<file path="src/rtl/alu74181_wide_sequencer_if.sv">
// rtl/alu74181_wide_sequencer_if.sv - request/result handshake bundle for the wide 74181 sequencer
// Ports: in_* operation request (valid/ready), out_* assembled result (valid/ready).
// master = producer of requests / consumer of results; slave = the sequencer.
interface alu74181_wide_sequencer_if #(
    parameter int NIBBLES = 4
);
    localparam int W = 4 * NIBBLES;

    logic         in_valid;
    logic         in_ready;
    logic [W-1:0] in_a;
    logic [W-1:0] in_b;
    logic [3:0]   in_s;
    logic         in_m;
    logic         in_cin;
    logic         out_valid;
    logic         out_ready;
    logic [W-1:0] out_f;
    logic         out_cout;
    logic         out_eq;

    modport master (
        output in_valid, in_a, in_b, in_s, in_m, in_cin, out_ready,
        input  in_ready, out_valid, out_f, out_cout, out_eq
    );

    modport slave (
        input  in_valid, in_a, in_b, in_s, in_m, in_cin, out_ready,
        output in_ready, out_valid, out_f, out_cout, out_eq
    );
endinterface

</file>
<file path="src/rtl/alu74181_wide_sequencer.sv">
// rtl/alu74181_wide_sequencer.sv - runs a W-bit 74181 operation through one 4-bit slice, LS nibble first
// Ports: clk, rst_n (async, active-low); bus (slave modport: request in, result out);
// alu_a/alu_b/alu_s/alu_m/alu_notc drive the slice, alu_f/alu_cout/alu_eql come back from it.
module alu74181_wide_sequencer #(
    parameter int NIBBLES = 4
) (
    input  logic                        clk,
    input  logic                        rst_n,
    alu74181_wide_sequencer_if.slave    bus,
    output logic [3:0]                  alu_a,
    output logic [3:0]                  alu_b,
    output logic [3:0]                  alu_s,
    output logic                        alu_m,
    output logic                        alu_notc,
    input  logic [3:0]                  alu_f,
    input  logic                        alu_cout,
    input  logic                        alu_eql
);
    localparam int W    = 4 * NIBBLES;
    localparam int IDXW = (NIBBLES > 1) ? $clog2(NIBBLES) : 1;
    localparam logic [IDXW-1:0] LAST = IDXW'(NIBBLES - 1);

    typedef enum logic [1:0] {
        IDLE = 2'd0,
        RUN  = 2'd1,
        DONE = 2'd2
    } state_t;

    state_t          state;
    state_t          state_next;

    logic [W-1:0]    op_a;
    logic [W-1:0]    op_b;
    logic [3:0]      op_s;
    logic            op_m;
    logic [IDXW-1:0] idx;
    logic            carry_n;
    logic            eq_acc;
    logic [W-1:0]    res;

    logic            in_ready;
    logic            out_valid;
    logic            accept;
    logic [W-1:0]    a_shift;
    logic [W-1:0]    b_shift;
    logic [W-1:0]    f_placed;

    // Nibble selection by shifting keeps index arithmetic at its natural width.
    assign a_shift  = op_a >> {idx, 2'b00};
    assign b_shift  = op_b >> {idx, 2'b00};
    assign f_placed = W'(alu_f) << {idx, 2'b00};
    assign accept   = bus.in_valid && in_ready;

    always_ff @(posedge clk or negedge rst_n) begin
        if (!rst_n) begin
            state <= IDLE;
        end else begin
            state <= state_next;
        end
    end

    always_comb begin
        state_next = state;
        in_ready   = 1'b0;
        out_valid  = 1'b0;
        alu_a      = 4'h0;
        alu_b      = 4'h0;
        alu_s      = 4'h0;
        alu_m      = 1'b1;
        alu_notc   = 1'b1;
        case (state)
            IDLE: begin
                in_ready = 1'b1;
                if (bus.in_valid) begin
                    state_next = RUN;
                end
            end
            RUN: begin
                alu_a    = a_shift[3:0];
                alu_b    = b_shift[3:0];
                alu_s    = op_s;
                alu_m    = op_m;
                alu_notc = carry_n;
                if (idx == LAST) begin
                    state_next = DONE;
                end
            end
            DONE: begin
                out_valid = 1'b1;
                if (bus.out_ready) begin
                    state_next = IDLE;
                end
            end
            default: state_next = IDLE;
        endcase
    end

    always_ff @(posedge clk or negedge rst_n) begin
        if (!rst_n) begin
            op_a    <= '0;
            op_b    <= '0;
            op_s    <= 4'h0;
            op_m    <= 1'b0;
            idx     <= '0;
            carry_n <= 1'b1;
            eq_acc  <= 1'b0;
            res     <= '0;
        end else begin
            case (state)
                IDLE: begin
                    if (accept) begin
                        op_a    <= bus.in_a;
                        op_b    <= bus.in_b;
                        op_s    <= bus.in_s;
                        op_m    <= bus.in_m;
                        idx     <= '0;
                        carry_n <= ~bus.in_cin;
                        eq_acc  <= 1'b1;
                        res     <= '0;
                    end
                end
                RUN: begin
                    // res was cleared on accept, so OR-ing each nibble into place suffices.
                    res     <= res | f_placed;
                    carry_n <= alu_cout;
                    eq_acc  <= eq_acc & alu_eql;
                    if (idx != LAST) begin
                        idx <= idx + 1'b1;
                    end
                end
                default: ;
            endcase
        end
    end

    assign bus.in_ready  = in_ready;
    assign bus.out_valid = out_valid;
    assign bus.out_f     = res;
    assign bus.out_cout  = ~carry_n;
    assign bus.out_eq    = eq_acc;
endmodule

</file>
<file path="src/flat_wrapper.sv">
// flat-port wrapper written by rule: the top's interface ports become plain ports
module alu74181_wide_sequencer_flat 
#(
    parameter int NIBBLES = 4
)
  (clk, rst_n, alu_a, alu_b, alu_s, alu_m, alu_notc, alu_f, alu_cout, alu_eql, bus_in_valid, bus_in_a, bus_in_b, bus_in_s, bus_in_m, bus_in_cin, bus_out_ready, bus_in_ready, bus_out_valid, bus_out_f, bus_out_cout, bus_out_eq);
  alu74181_wide_sequencer_if #(.NIBBLES(NIBBLES)) bus_i ();
  input  logic clk;
  input  logic rst_n;
  output logic [3:0] alu_a;
  output logic [3:0] alu_b;
  output logic [3:0] alu_s;
  output logic alu_m;
  output logic alu_notc;
  input  logic [3:0] alu_f;
  input  logic alu_cout;
  input  logic alu_eql;
  input wire logic [$bits(bus_i.in_valid)-1:0] bus_in_valid;
  input wire logic [$bits(bus_i.in_a)-1:0] bus_in_a;
  input wire logic [$bits(bus_i.in_b)-1:0] bus_in_b;
  input wire logic [$bits(bus_i.in_s)-1:0] bus_in_s;
  input wire logic [$bits(bus_i.in_m)-1:0] bus_in_m;
  input wire logic [$bits(bus_i.in_cin)-1:0] bus_in_cin;
  input wire logic [$bits(bus_i.out_ready)-1:0] bus_out_ready;
  output wire logic [$bits(bus_i.in_ready)-1:0] bus_in_ready;
  output wire logic [$bits(bus_i.out_valid)-1:0] bus_out_valid;
  output wire logic [$bits(bus_i.out_f)-1:0] bus_out_f;
  output wire logic [$bits(bus_i.out_cout)-1:0] bus_out_cout;
  output wire logic [$bits(bus_i.out_eq)-1:0] bus_out_eq;
  assign bus_i.in_valid = bus_in_valid;
  assign bus_i.in_a = bus_in_a;
  assign bus_i.in_b = bus_in_b;
  assign bus_i.in_s = bus_in_s;
  assign bus_i.in_m = bus_in_m;
  assign bus_i.in_cin = bus_in_cin;
  assign bus_i.out_ready = bus_out_ready;
  assign bus_in_ready = bus_i.in_ready;
  assign bus_out_valid = bus_i.out_valid;
  assign bus_out_f = bus_i.out_f;
  assign bus_out_cout = bus_i.out_cout;
  assign bus_out_eq = bus_i.out_eq;
  alu74181_wide_sequencer #(.NIBBLES(NIBBLES)) u_core (.clk(clk), .rst_n(rst_n), .bus(bus_i), .alu_a(alu_a), .alu_b(alu_b), .alu_s(alu_s), .alu_m(alu_m), .alu_notc(alu_notc), .alu_f(alu_f), .alu_cout(alu_cout), .alu_eql(alu_eql));
endmodule
</file>
<file path="config.mk">
export PLATFORM = sky130hd
export DESIGN_NAME = alu74181_wide_sequencer_flat
export DESIGN_NICKNAME = d
export VERILOG_FILES = /design/src/rtl/alu74181_wide_sequencer_if.sv /design/src/rtl/alu74181_wide_sequencer.sv /design/src/flat_wrapper.sv
export SDC_FILE = /design/constraint.sdc
export NUM_CORES = 1
export LEC_CHECK = 0
export BUFFER_PORTS_ARGS = -buffer_cell sky130_fd_sc_hd__clkbuf_2
export CORE_ASPECT_RATIO = 1.2
export CORE_UTILIZATION = 55
export CTS_CLUSTER_DIAMETER = 30
export DETAILED_ROUTE_END_ITERATION = 16
export GPL_TIMING_DRIVEN = 0
export PLACE_DENSITY = 0.89
export SYNTH_ARGS = -nofsm -noshare
export SYNTH_HDL_FRONTEND = slang
export SYNTH_SLANG_ARGS = --single-unit
export TNS_END_PERCENT = 100
</file>
<file path="constraint.sdc">
create_clock -name clk -period 2.8 [get_ports clk]
set_clock_uncertainty 0.1 [all_clocks]
set_input_delay 0.28 -clock clk [delete_from_list [all_inputs] [get_ports clk]]
set_output_delay 0.28 -clock clk [all_outputs]
set_load 0.05 [all_outputs]
</file>
==> results of run 1 <==
==> final cells by class <==
class                   count  area, um^2  area share [%]
repair buffers             82         418            12.2
plain buffers              13         104            3.03
inverters                  11        41.3            1.20
clock buffers              11         141            4.12
flip-flops and latches     59        1480            43.1
clock inverters             5         100            2.92
well taps                  58        72.6            2.12
multi-input cells         119        1070            31.3
==> power by group through the flow <==
stage                     Clock, mW  Sequential [mW]  Combinational (mW)
final                         0.953             1.51                2.60
after floorplan                   0             1.78                1.75
after global placement            0             1.49                2.53
after CTS                     0.963             1.51                2.62
after detailed placement          0             1.52                2.60
after global routing           1.01             1.56                2.76
==> Yosys cell counts (all sizes together), types with 2 or more instances <==
library cell / count
dfrtp: 58
mux2: 37
mux2i: 16
inv: 11
buf: 10
nor2: 10
a211oi: 8
a22o: 8
o22ai: 8
and2: 4
clkbuf: 3
and3: 2
nand2b: 2
nand3b: 2
nor2b: 2
nor3b: 2
o21ai: 2
or3b: 2
or4b: 2
==> sequential cells by signal, indices dropped and copies added (netlist names) <==
| name | count |
|---|---|
| u_core.op_s | 4 |
| u_core.op_a | 16 |
| u_core.bus.out_f | 16 |
| u_core.op_m | 1 |
| u_core.idx | 2 |
| u_core.op_b | 16 |
| u_core.state | 2 |
| u_core.bus.out_eq | 1 |
| u_core.carry_n | 1 |
==> layer usage <==
metal	share of wire [%]	wire length, um	GRT usage, %
met5	0	0	0
met4	2.5	147	14.9
met3	6.0	361	7.04
met2	50	3020	43.7
met1	41	2460	30.4
==> worst max path at each step <==
stage,end,from,depth (start not counted)
final,alu_b[0],u_core.state[1],4
after global placement,alu_a[3],u_core.state[1],4
after detailed placement,alu_a[3],u_core.state[1],4
after floorplan,alu_b[2],u_core.idx[1],3
after CTS,alu_a[3],u_core.state[1],4
after global routing,alu_b[0],u_core.state[1],4
==> logic make-up (layout without fill, tap and decap cells) <==
family,after synthesis,in the layout
simple gates,34,34
flops,59,59
compound gates,31,31
mux,53,53
buf+inv,24,122
fa+ha+maj,1,1
==> impl_summary.txt, run 1 <==
----------------------------------------------------
[Clocking]
  Count of cells resized by post-cts repair ... 0
  Worst-case clock buffer depth ... 2
  Setup bufs post-CTS ... 0
  Count of clock tree sinks ... slightly below 60
  Cts bufs inserted ... 9
  CTS tree ... done
  Worst-path clk slew ... around 70 ps
  CTS hold repair buffers ... 1
  Cell chosen for the clock root ... clkbuf_8
  Depth of the CTS H-tree ... 3
  Clock latency at the later pin of the worst-skew pair ... ~340 ps

[Timing]
  Final Hold Fails ... 0
  Measured slew at the worst slew-check pin ... between 700 and 800 ps
  Worst slew slack as a fraction of its limit ... a little under half
  Final Cycle Share ... 87.1%
  Summed negative setup slack over all endpoints ... 0 ps
  Final Critical Period ... between 2000 and 2500 ps
  Final worst slack ... about 360 ps
  Max Clock Freq ... ~410 MHz
  Slew Limit Fails ... 0
  Unrepaired setup endpoints after global routing ... no
  Worst Hold Margin ... ~60 ps
  Final count of negative-setup-slack endpoints ... 0

[Synth]
  Adder-cell share of the synthesized area ... 0.464%
  Number of synthesized register bits ... 59
  Main area contributors after synthesis ... dfrtp_1, mux2_2, mux2i_1
  Top flip-flop cell by instance count after synthesis ... dfrtp_1
  Instance count of the mapped netlist ... 202
  Seq/Total Area, Yosys ... around 55%
  Post-synthesis area per instance ... roughly 13 um^2
  Ys async rst share ... 100%
  Simple-gate portion of the synthesized area ... 8.53%
  Main combinational cell family by area after synthesis ... multiplexers
  Top-area cell type share of the netlist area ... a little over half
  Share of synthesized area spent on multiplexers ... 21.4%
  Count of distinct cell types in the synthesized netlist ... 39
  Count of warnings emitted by yosys ... 0
  Xor/xnor cell area share of the yosys netlist ... 0%
  Post-synth EDFFs ... 0
  Post-synthesis cell type with the largest combined area ... dfrtp_1
  Synth Net Count ... between 200 and 300
  Share of the synthesized area in compound gates (AO/OA/AOI/OAI) ... under 10%
  Area of the mapped netlist ... 2700 um^2

[Placement]
  Worst Setup Slack post-DPL ... between 700 and 800 ps
  DPL Wire Length ... 4080 um
  Final GP Congestion ... around 0.74
  Buffers added on ports ... 81
  Count of placed standard cells including taps ... 341
  Placed Area ... approximately 3200 um^2

[Routing]
  Via-to-Cell Ratio ... approximately 5.4
  Iteration-0 DRC count of the detailed router ... between 100 and 150
  Number of search-and-repair iterations in the first detailed-routing pass ... 4
  Overall via count from detail_route ... just under 2k
  Antenna violation net count after detailed routing ... 0
  Total wirelength of the detailed-routed design ... around 6000 um
  Number of remaining DRC errors ... 0
  Post-DR wirelength/cell ... around 17 um

[Final layout]
  Ant diodes ... 0
  Fin cells ... approximately 360
  Number of fill cells in the layout ... between 300 and 400
  Most frequent standard cell in the layout excluding fill and tap cells ... clkbuf_2
  Fraction of final layout cells with drive strength greater than 1 ... approximately 52%
  Layout Area Growth over Synthesis ... 27.1%
  Top library cells by usage in the layout, fill and taps aside ... clkbuf_2, dfrtp_1, mux2_2
  Post-Layout Inst Area ... 3430 um^2
  Post-layout utilization of the core ... between 70% and 80%
  Number of nets at the end of the flow ... roughly 340

[Global route]
  Pin count of the biggest net entering global routing ... 60
  Global-route congestion overflow total ... 0
  Number of global-route vias before repair ... ~2.1k
  Wire length of the first global-routing pass ... 9790 um
  GRT Overall Usage ... 26.4%
  Number of antenna violations at the first check in global routing ... 0

[Critical path]
  Critical Path Source Type ... flip-flop
  Capturing element type of the critical path ... output port
  Critical path buffers and inverters ... 2
  CP Class ... reg -> out
  Crit path DAT ... around 2100 ps
  Reg2reg setup slack ... approximately 1200 ps
  FF-to-FF End ... u_core.op_s[1]
  Data required time at the worst endpoint ... about 2400 ps
  Worst-path maximum fanout ... 10
  Logic depth of the worst register-to-register path ... 5
  Crit-path slowest cell ... dfrtp_1
  Delay of the slowest cell on the worst path ... 460 ps
  CP top delay family ... buffers and inverters
  Cells along the critical path ... clkbuf_1, nand3b_1, o22ai_1, clkbuf_2
  Critical register-to-register path startpoint ... u_core.state[0]

[Die]
  Die footprint ... about 5200 um^2
  Die boundary height ... 78.7 um
  Total core area ... ~4700 um^2
  I/O pins ... 82
  Horizontal extent of the die ... 65.9 um
  Std-Cell Rows ... 27
  Initial standard-cell utilization of the core ... between 50% and 60%

[Run]
  Number of violations of the max-capacitance limit ... 0

[Worst hold path]
  Start point of the worst hold path ... bus_in_a[4]
  Worst Hold Path EP ... u_core.op_a[4]
  Number of cells on the worst hold path ... 2
  Hold crit path type ... in -> reg

[Power and ir drop]
  Sum of internal, switching and leakage power ... just over 5 mW
  Max rail drop VDD ... approximately 1000 uV
  Power density of the placed cells ... about 1500 nW/um^2
  Reported net switching power ... ~2.3 mW
  Switching part of the total ... 44.6%
  Fraction of power consumed by the clock network ... a little under a fifth
  Combinational share of power ... between 50% and 60%
  Leakage power of the design ... ~1.7 nW
  Sequential group share of total power ... around 30%
  Int Pwr ... between 2 and 3 mW

[Status]
  Result of the run ... complete, no violations

----------------------------------------------------
(Power assumes the default switching activity.)
==> run 2: changes to the inputs <==
--- a/config.mk
+++ b/config.mk
@@ -6,7 +6,7 @@
 export NUM_CORES = 1
 export LEC_CHECK = 0
 export BUFFER_PORTS_ARGS = -buffer_cell sky130_fd_sc_hd__clkbuf_2
-export CORE_ASPECT_RATIO = 1.2
+export CORE_ASPECT_RATIO = 2
 export CORE_UTILIZATION = 55
 export CTS_CLUSTER_DIAMETER = 30
 export DETAILED_ROUTE_END_ITERATION = 16
==> run 2 against run 1 <==
Utilization shrank 0.38 points. Highest routed layer unchanged. Setup slack improved by 7.5 ps. Count of clock-buffer cells in the layout grew 3. Critical endpoint is now alu_a[0]. Critical path type unchanged.
==> impl_summary.txt, run 2 (same netlist as run 1, synthesis figures left out) <==
----------------------------------------------------
[Die]
  Initial standard-cell utilization of the core ... 58.1% (+0.25 points)
  I/O pins ... 82 (unchanged)
  Std-Cell Rows ... 35 (+30%)
  Die footprint ... 5210 um^2 (+0.31%)
  Total core area ... 4640 um^2 (-0.43%)
  Die boundary height ... 101 um (+28%)
  Horizontal extent of the die ... 51.5 um (-22%)

[Critical path]
  CP Class ... reg -> out
  FF-to-FF End ... u_core.op_a[6]
  Logic depth of the worst register-to-register path ... 5 (unchanged)
  Critical path destination ... alu_a[0]
  Critical path buffers and inverters ... 2 (unchanged)
  Capturing element type of the critical path ... output port
  Delay of the slowest cell on the worst path ... 470 ps (about the same)
  Critical Path Source Type ... flip-flop
  Crit-path slowest cell ... dfrtp_1
  Data required time at the worst endpoint ... 2420 ps (about the same)
  Worst-path maximum fanout ... 10 (unchanged)
  Origin of the worst setup path ... u_core.state[1]
  Cells along the critical path ... clkbuf_1, nand3b_1, o22ai_1, clkbuf_2
  Number of cells on the critical path ... 4 (unchanged)
  Critical register-to-register path startpoint ... u_core.state[0]
  Reg2reg setup slack ... 1160 ps (about the same)
  Crit path DAT ... 2050 ps (about the same)
  CP top delay family ... buffers and inverters

[Timing]
  Unrepaired setup endpoints after global routing ... no
  Measured slew at the worst slew-check pin ... 793 ps (+9.37 ps)
  Final Hold Fails ... 0 (unchanged)
  Final Cycle Share ... 86.9% (-0.27 points)
  Slew Limit Fails ... 0 (unchanged)
  Final Critical Period ... 2430 ps (-7.54 ps)
  Worst Hold Margin ... 68.2 ps (+6.66 ps)
  Worst slew slack as a fraction of its limit ... 47.1% (-0.62 points)
  Max Clock Freq ... 411 MHz (+0.31%)
  Final count of negative-setup-slack endpoints ... 0 (unchanged)
  Summed negative setup slack over all endpoints ... 0 ps (unchanged)

[Run]
  Number of violations of the max-capacitance limit ... 0 (unchanged)

[Clocking]
  Setup bufs post-CTS ... 0 (unchanged)
  CTS tree ... done
  CTS hold repair buffers ... 1 (unchanged)
  Worst-path clk slew ... 60 ps (about the same)
  Clock latency at the later pin of the worst-skew pair ... 340 ps (about the same)
  Worst-case clock buffer depth ... 2 (unchanged)
  Count of clock tree sinks ... 59 (unchanged)
  Cell chosen for the clock root ... clkbuf_8
  Cts bufs inserted ... 9 (unchanged)
  Count of cells resized by post-cts repair ... 0 (unchanged)
  Depth of the CTS H-tree ... 3 (unchanged)

[Global route]
  Number of antenna violations at the first check in global routing ... 0 (unchanged)
  Pin count of the biggest net entering global routing ... 60 (unchanged)
  GRT Overall Usage ... 25.4% (-0.99 points)
  Number of global-route vias before repair ... 1978 (-5.0%)
  Wire length of the first global-routing pass ... 9200 um (-6.0%)
  Global-route congestion overflow total ... 0 (unchanged)

[Power and ir drop]
  Switching part of the total ... 45.2% (+0.60 points)
  Max rail drop VDD ... 1040 uV (+6.8%)
  Combinational share of power ... 52.8% (+1.5 points)
  Leakage power of the design ... 1.67 nW (-0.86%)
  Fraction of power consumed by the clock network ... 16.7% (-2.1 points)
  Power density of the placed cells ... 1450 nW/um^2 (-1.9%)
  Int Pwr ... 2.69 mW (-3.9%)
  Sum of internal, switching and leakage power ... 4.92 mW (-2.8%)
  Sequential group share of total power ... 30.6% (+0.8 points)
  Reported net switching power ... 2.22 mW (-1.5%)

[Final layout]
  Layout Area Growth over Synthesis ... 25.9%
  Most frequent standard cell in the layout excluding fill and tap cells ... clkbuf_2
  Number of nets at the end of the flow ... 344 (unchanged)
  Ant diodes ... 0 (unchanged)
  Post-layout utilization of the core ... 73.2% (-0.38 points)
  Top library cells by usage in the layout, fill and taps aside ... clkbuf_2, dfrtp_1, mux2_2
  Number of fill cells in the layout ... 369 (+7.9%)
  Fraction of final layout cells with drive strength greater than 1 ... 51.5% (-0.16 points)

[Routing]
  Number of search-and-repair iterations in the first detailed-routing pass ... 4 (unchanged)
  Number of remaining DRC errors ... 0 (unchanged)
  Overall via count from detail_route ... 1925 (-1.1%)
  Post-DR wirelength/cell ... 16.5 um (-1.4%)
  Antenna violation net count after detailed routing ... 0 (unchanged)
  Iteration-0 DRC count of the detailed router ... 26 (-76%)
  Total wirelength of the detailed-routed design ... 5830 um (-2.5%)
  Via-to-Cell Ratio ... 5.44 (about the same)

[Placement]
  Buffers added on ports ... 81 (unchanged)
  Final GP Congestion ... 0.781 (+5.8%)
  DPL Wire Length ... 4240 um (+3.9%)

[Worst hold path]
  Hold crit path type ... in -> reg

[Status]
  Result of the run ... complete, no violations

----------------------------------------------------
## run 2: cell types whose count changed in the layout (fill, tap and decap cells not counted)
cell | previous run | this run
clkbuf_8 | 10 | 13
clkinv_2 | 2 | 0
bufinv_16 | 3 | 1
## run 2: worst min path at each step
stage | from | to | slack, ps | cells past startpoint
after CTS | bus_in_a[3] | u_core.op_a[3] | 60 | 2
after global placement | u_core.op_s[3] | u_core.op_s[3] | 380 | 1
after global routing | bus_in_b[13] | u_core.op_b[13] | 60 | 2
after detailed placement | rst_n | u_core.bus.out_f[9] | 340 | 1
after floorplan | rst_n | u_core.bus.out_eq | -120 | 0
final | bus_in_a[0] | u_core.op_a[0] | 70 | 2
## run 2: metal layers
layer  track usage [%]  up-vias  share of wire, %
li1                  -      915                 -
met1              25.3      934                38
met2              46.0       64                55
met3              6.18       12               4.2
met4              13.9        0               2.6
met5                 0        -                 0
## run 2: cell type report
type / count / area [um^2] / area share (%)
Timing Repair Buffer: 82 / 418 / 12.3
Clock buffer: 14 / 183 / 5.38
Clock inverter: 1 / 30.0 / 0.884
Tap cell: 55 / 68.8 / 2.03
Inverter: 11 / 41.3 / 1.22
Buffer: 13 / 104 / 3.06
Sequential cell: 59 / 1480 / 43.5
Multi-Input combinational cell: 119 / 1070 / 31.6
## run 2: stage by stage
stage	instance area (um^2)	setup WS, ps	instances
after floorplan	2700	615	202
after global placement	3170	738	338
after detailed placement	3170	725	338
after CTS	3400	330	354
after global routing	3400	231	354
final	3400	368	354
## run 2: power groups by stage
stage               Sequential, mW  Combinational [mW]  Clock (mW)
CTS                           1.50                2.62       0.838
floorplan                     1.78                1.75           0
global placement              1.49                2.54           0
global route                  1.55                2.76       0.864
finish                        1.50                2.59       0.820
detailed placement            1.51                2.61           0
